## src/rtl/filter_window_sequencer.sv

```systemverilog
// rtl/filter_window_sequencer.sv - raster walker that fetches 3x3 neighbourhoods, drives the filter and writes results
// Row bases for the up/centre/down rows are kept pre-clamped so every neighbour address is one add.
module filter_window_sequencer #(
  parameter int WIDTH    = 160,
  parameter int HEIGHT   = 120,
  parameter int ADDR_W   = 15,
  parameter int PIX_W    = 12,
  parameter int FILT_LAT = 3
) (
  input  logic                 clk,
  input  logic                 reset,
  input  logic                 start,
  output logic                 busy,
  output logic                 done,
  output logic                 rd_en,
  output logic [ADDR_W-1:0]    rd_addr,
  input  logic [PIX_W-1:0]     rd_data,
  output logic [9*PIX_W-1:0]   win_data,
  output logic                 win_valid,
  input  logic [PIX_W-1:0]     filt_data,
  output logic                 wr_en,
  output logic [ADDR_W-1:0]    wr_addr,
  output logic [PIX_W-1:0]     wr_data
);

  localparam int WAIT_W = (FILT_LAT > 1) ? $clog2(FILT_LAT) : 1;
  localparam logic [ADDR_W-1:0] XMAX    = ADDR_W'(WIDTH - 1);
  localparam logic [ADDR_W-1:0] YMAX    = ADDR_W'(HEIGHT - 1);
  localparam logic [ADDR_W-1:0] ROWSTEP = ADDR_W'(WIDTH);

  typedef enum logic [2:0] {
    S_IDLE, S_FETCH, S_LAND, S_ISSUE, S_WAIT, S_WRITE, S_DONE
  } state_t;

  state_t              r_state;
  logic [3:0]          r_k;
  logic [3:0]          r_cap_k;
  logic                r_cap_en;
  logic [ADDR_W-1:0]   r_x;
  logic [ADDR_W-1:0]   r_y;
  logic [ADDR_W-1:0]   r_row_up;
  logic [ADDR_W-1:0]   r_row_cur;
  logic [ADDR_W-1:0]   r_row_dn;
  logic                r_last;
  logic [WAIT_W-1:0]   r_wait;

  logic [3:0]          w_sel;
  logic [ADDR_W-1:0]   w_xl;
  logic [ADDR_W-1:0]   w_xr;
  logic [ADDR_W-1:0]   w_row;
  logic [ADDR_W-1:0]   w_col;
  logic [ADDR_W-1:0]   w_nb_addr;

  // Address of the read issued next: k+1 while fetching, otherwise the centre (k=0).
  always_comb begin
    w_sel = (r_state == S_FETCH) ? r_k + 4'd1 : 4'd0;
    w_xl  = (r_x == '0)   ? r_x : r_x - ADDR_W'(1);
    w_xr  = (r_x == XMAX) ? r_x : r_x + ADDR_W'(1);
    w_row = r_row_cur;
    w_col = r_x;
    case (w_sel)
      4'd1:    begin w_row = r_row_cur; w_col = w_xl; end
      4'd2:    begin w_row = r_row_cur; w_col = w_xr; end
      4'd3:    begin w_row = r_row_up;  w_col = r_x;  end
      4'd4:    begin w_row = r_row_dn;  w_col = r_x;  end
      4'd5:    begin w_row = r_row_up;  w_col = w_xl; end
      4'd6:    begin w_row = r_row_up;  w_col = w_xr; end
      4'd7:    begin w_row = r_row_dn;  w_col = w_xl; end
      4'd8:    begin w_row = r_row_dn;  w_col = w_xr; end
      default: begin w_row = r_row_cur; w_col = r_x;  end
    endcase
    w_nb_addr = w_row + w_col;
  end

  always_ff @(posedge clk or posedge reset) begin
    if (reset) begin
      r_state   <= S_IDLE;
      busy      <= 1'b0;
      done      <= 1'b0;
      rd_en     <= 1'b0;
      rd_addr   <= '0;
      win_data  <= '0;
      win_valid <= 1'b0;
      wr_en     <= 1'b0;
      wr_addr   <= '0;
      wr_data   <= '0;
      r_k       <= '0;
      r_cap_k   <= '0;
      r_cap_en  <= 1'b0;
      r_x       <= '0;
      r_y       <= '0;
      r_row_up  <= '0;
      r_row_cur <= '0;
      r_row_dn  <= '0;
      r_last    <= 1'b0;
      r_wait    <= '0;
    end else begin
      // RAM returns data one clock after the strobe, so capture trails the read by a cycle.
      r_cap_en <= rd_en;
      r_cap_k  <= r_k;
      if (r_cap_en)
        win_data[(8 - int'(r_cap_k))*PIX_W +: PIX_W] <= rd_data;

      case (r_state)
        S_IDLE: begin
          if (start) begin
            r_state   <= S_FETCH;
            busy      <= 1'b1;
            rd_en     <= 1'b1;
            rd_addr   <= '0;
            r_k       <= '0;
            r_x       <= '0;
            r_y       <= '0;
            r_row_up  <= '0;
            r_row_cur <= '0;
            r_row_dn  <= ROWSTEP;
            r_last    <= 1'b0;
          end
        end
        S_FETCH: begin
          if (r_k == 4'd8) begin
            rd_en   <= 1'b0;
            r_state <= S_LAND;
          end else begin
            r_k     <= r_k + 4'd1;
            rd_addr <= w_nb_addr;
          end
        end
        S_LAND: begin
          win_valid <= 1'b1;
          r_state   <= S_ISSUE;
          wr_addr   <= r_row_cur + r_x;
          // Reads are finished, so step to the next pixel now; wr_addr keeps this one.
          if (r_x == XMAX) begin
            if (r_y == YMAX) begin
              r_last <= 1'b1;
            end else begin
              r_x       <= '0;
              r_y       <= r_y + ADDR_W'(1);
              r_row_up  <= r_row_cur;
              r_row_cur <= r_row_dn;
              r_row_dn  <= (r_y + ADDR_W'(1) == YMAX) ? r_row_dn : r_row_dn + ROWSTEP;
            end
          end else begin
            r_x <= r_x + ADDR_W'(1);
          end
        end
        S_ISSUE: begin
          win_valid <= 1'b0;
          r_wait    <= '0;
          r_state   <= S_WAIT;
        end
        S_WAIT: begin
          if (r_wait == WAIT_W'(FILT_LAT - 1)) begin
            wr_data <= filt_data;
            wr_en   <= 1'b1;
            r_state <= S_WRITE;
          end else begin
            r_wait <= r_wait + WAIT_W'(1);
          end
        end
        S_WRITE: begin
          wr_en <= 1'b0;
          if (r_last) begin
            done    <= 1'b1;
            r_state <= S_DONE;
          end else begin
            r_state <= S_FETCH;
            rd_en   <= 1'b1;
            rd_addr <= w_nb_addr;
            r_k     <= '0;
          end
        end
        S_DONE: begin
          done    <= 1'b0;
          busy    <= 1'b0;
          r_state <= S_IDLE;
        end
        default: r_state <= S_IDLE;
      endcase
    end
  end

endmodule

```

## config.mk

```make
export PLATFORM = sky130hd
export DESIGN_NAME = filter_window_sequencer
export DESIGN_NICKNAME = d
export VERILOG_FILES = /design/src/rtl/filter_window_sequencer.sv
export SDC_FILE = /design/constraint.sdc
export NUM_CORES = 1
export LEC_CHECK = 0
export BUFFER_PORTS_ARGS = -buffer_cell sky130_fd_sc_hd__clkbuf_2
export CAP_MARGIN = 40
export CORE_MARGIN = 8
export CORE_UTILIZATION = 58
export CTS_CLUSTER_SIZE = 10
export DETAILED_ROUTE_END_ITERATION = 10
export GPL_TIMING_DRIVEN = 1
export MAX_ROUTING_LAYER = met4
export PLACE_DENSITY = 0.81
export SETUP_SLACK_MARGIN = 0.15
export SLEW_MARGIN = 25
export SYNTH_ARGS = -nofsm -noshare
export SYNTH_HDL_FRONTEND = slang
export SYNTH_SLANG_ARGS = --single-unit
export TNS_END_PERCENT = 30
```

## constraint.sdc

```tcl
create_clock -name clk -period 8.7 [get_ports clk]
set_input_delay 0 -clock clk [delete_from_list [all_inputs] [get_ports clk]]
set_output_delay 0 -clock clk [all_outputs]
set_load 0.01 [all_outputs]
```

==> metrics.txt <==
outcome=finished, final reports clean; Wirelength per Cell=between 20 and 25 um; GRT Util Overall=0.270; simple-gate share of the synthesized area=0.160; DP Area=between 0.01 and 0.015 mm^2; CTS sink cnt=231; total CTS buffers=27; Crit-path slowest cell=or4b_2; sum of negative setup slack=0 ns; IO buf count=about 180; Layout area overhead=17.1%; global-route wire length before repair=between 50000 and 60000 um; Fillers=1700; XOR/XNOR Fraction of Synth Area=0.0437; Initial Util=0.592; CP Class=register to register; Die Y=166 um; layout cells sized above 1=0.247; Worst Hold Class=primary input to register; Skew-Pair Late Insertion Delay=~0.54 ns; vias=11139; DPL Wire Length=25900 um; Util after Layout=0.694; gr ovfl total=0; Seq/Total Area, Yosys=0.446; IO Pins=approximately 180; most used cell, CP=ha_1; area occupied by multi-input gates=roughly 0.0068 mm^2; placer congestion estimate=approximately 0.94; Mapped Area=between 0.01 and 0.015 mm^2; adder-cell share of the synthesized area=0.0494; largest net degree at the start of global routing=93; CP Cell Sequence=buf_8 -> clkinv_1 -> ha_1 -> nor2b_1 -> nand2b_2 -> inv_1 -> ha_1 -> ha_1 -> nand2b_1 -> a211oi_1 -> mux2i_1 -> nand2b_1 -> a21oi_1 -> nand2_1 -> ha_1 -> or4b_2 -> nor4_1 -> and4b_1 -> nand3_1 -> a21oi_1 -> mux2_2; DRC viols=0; EDFF count, synth=0; WP data arrival=slightly above 7 ns; nets@finish=1584; Warnings, synthesis=0; post-route ant nets=0; Largest delay share family, worst path=simple AND/OR/NAND/NOR gates; mux cell area share after synthesis=0.108; most frequent cells in the layout=dfrtp_1 (231), clkbuf_2 (181), nand2_1 (148); sequential cell area=0.00578 mm^2; Worst Path Max Fanout=13; Worst Skew=about 0.0052 ns; power per cell area=approximately 410 mW/mm^2; Slew headroom=0.447; startpoint type of the worst setup path=register; vias in the first global route=10946; CP Capture Type=register; TritonCTS clock tree=done; max-slew violation count=0; Buf/Inv on CP=3; DIE AREA=between 0.02 and 0.03 mm^2; clock slew at reported path FFs=about 0.050 ns; Total Wirelength=between 30000 and 40000 um; Setup violations, final=0; worst-case clock buffer depth=3; slowest stage delay, CP=roughly 0.68 ns; RSZ-0062 raised after global routing=no; Pre-Repair DR Iteration Count=8; Synth async-reset ratio=1.00; Antenna diodes=0; Syn Area/Cell=9.83 um^2; Synth Flop Type=dfrtp_1; leading cell type in the layout, fill and taps excluded=dfrtp_1; compound-cell area share of the yosys netlist=0.162; Worst Tran Pin Value=0.826 ns; fin crit share=0.763; #FFs+latches synth=between 200 and 250; Critical Path RT=about 9 ns; total core area=roughly 0.022 mm^2; row cnt=between 50 and 60; antenna violations before repair=0; largest family of logic cells by synthesized area=compound AO/OA/AOI/OAI gates; Fin. Hold Viols=0; max-cap violations=0; Leakage=a little over 0.007 uW; Post-CTS Repair Setup Buffers=0; syn_nets=between 1000 and 1500; Worst VDD drop=around 0.3 mV; Vias/cell=a little over 6; Yosys cell types=79; H-tree depth=1; Final Cell Area=0.0152 mm^2; Mapped Cells=about 1300; root buf cell=clkbuf_16; die width=166 um; Max Freq=~150 MHz; Min Clock Period, post-route=6.64 ns; DRT iter0 DRCs=908
path summary, 6_finish.rpt:
kind | slack [ns] | startpoint | cells past startpoint | to
setup / recovery | 2.06 | r_cap_k[0] | 21 | win_data[1]
hold / removal | 0.04 | rd_data[6] | 4 | win_data[74]
setup reg to reg | 2.06 | r_cap_k[0] | 21 | win_data[1]
hold reg to reg | 0.48 | wr_addr[13] | 2 | wr_addr[13]
max in group asynchronous | 7.17 | reset | 6 | wr_data[8]
min in group asynchronous | 0.12 | reset | 3 | win_data[95]
cell families (layout without fill, tap and decap cells):
logic type      after synthesis  in the layout
xor+xnor                     60             60
fa+ha+maj                    50             50
compound gates              320            320
buf+inv                     103            296
flops                       231            231
mux                         125            125
simple gates                430            430
what timing repair did:
item,4_1_cts,5_1_grt
hold endpoints to repair,133,0
gates resized for setup,0,0
hold buffers,21,0
cells in the mapped netlist, types with 10 or more instances:
cell      number  share of area
and3_1        20         0.0096
and2_1        11         0.0053
nand3_1       43          0.017
ha_1          48          0.046
inv_1         40          0.012
a21oi_1       57          0.022
nor2_1        90          0.026
mux2i_1       13          0.010
xor2_1        16          0.011
dfrtp_1      231           0.45
xnor2_1       40          0.027
nor4_1        14         0.0068
clkbuf_1      47          0.014
nand2_1      148          0.043
nand4_1       16         0.0077
o31ai_1       23          0.013
o22ai_1       15         0.0072
a22o_1        35          0.024
buf_2         10         0.0039
a22oi_1       23          0.013
mux2_2       107          0.093
nor3_1        32          0.012
o21ai_0       99          0.038
worst min-delay path: stages:
cell	delay (ns)
clkbuf_2	0.13
mux2i_1	0.12
o22ai_1	0.13
mux2_2	0.16
state kept, by name, indices dropped and copies added (netlist names):
register   flops
r_y           15
r_last         1
r_cap_en       1
rd_addr       15
r_row_cur     10
r_state        3
wr_addr       15
win_data     108
r_cap_k        4
r_row_up      11
busy           1
r_x           15
done           1
wr_en          1
r_k            4
r_row_dn      10
r_wait         2
win_valid      1
wr_data       12
rd_en          1
layout make-up:
type	instances	area share
multi-input cells	985	0.449
repair buffers	221	0.0882
inverters	41	0.0106
well taps	280	0.0231
flip-flops and latches	231	0.381
clock inverters	2	0.00255
clock buffers	32	0.0457
report_power, final:
group | switching, uW | leakage, uW | internal [uW] | total [uW]
clock network | 411 | 0.000357 | 581 | 992
registers | 233 | 0.00304 | 1370 | 1610
logic | 2370 | 0.00373 | 1280 | 3650
routing by layer:
| metal | share of wire | vias up | GRT usage |
|---|---|---|---|
| met5 | 0 | - | - |
| met2 | 0.48 | 462 | 0.443 |
| li1 | - | 5166 | - |
| met4 | 0.030 | 0 | 0.0877 |
| met1 | 0.41 | 5420 | 0.342 |
| met3 | 0.071 | 91 | 0.0357 |
per-stage QoR:
| stage | hold WS (ns) | instances | setup slack (ns) | total power, uW |
|---|---|---|---|---|
| after detailed placement | 0.139 | 1732 | 1.82 | 5150 |
| final | 0.0400 | 1792 | 2.06 | 6250 |
| after CTS | 0.0127 | 1787 | 1.76 | 6180 |
| after global placement | 0.141 | 1726 | 2.13 | 5050 |
| after global routing | 0.0524 | 1792 | 1.69 | 6640 |
| after floorplan | 0.152 | 1319 | 2.37 | 4020 |
Power figures use the tool's default switching activity.
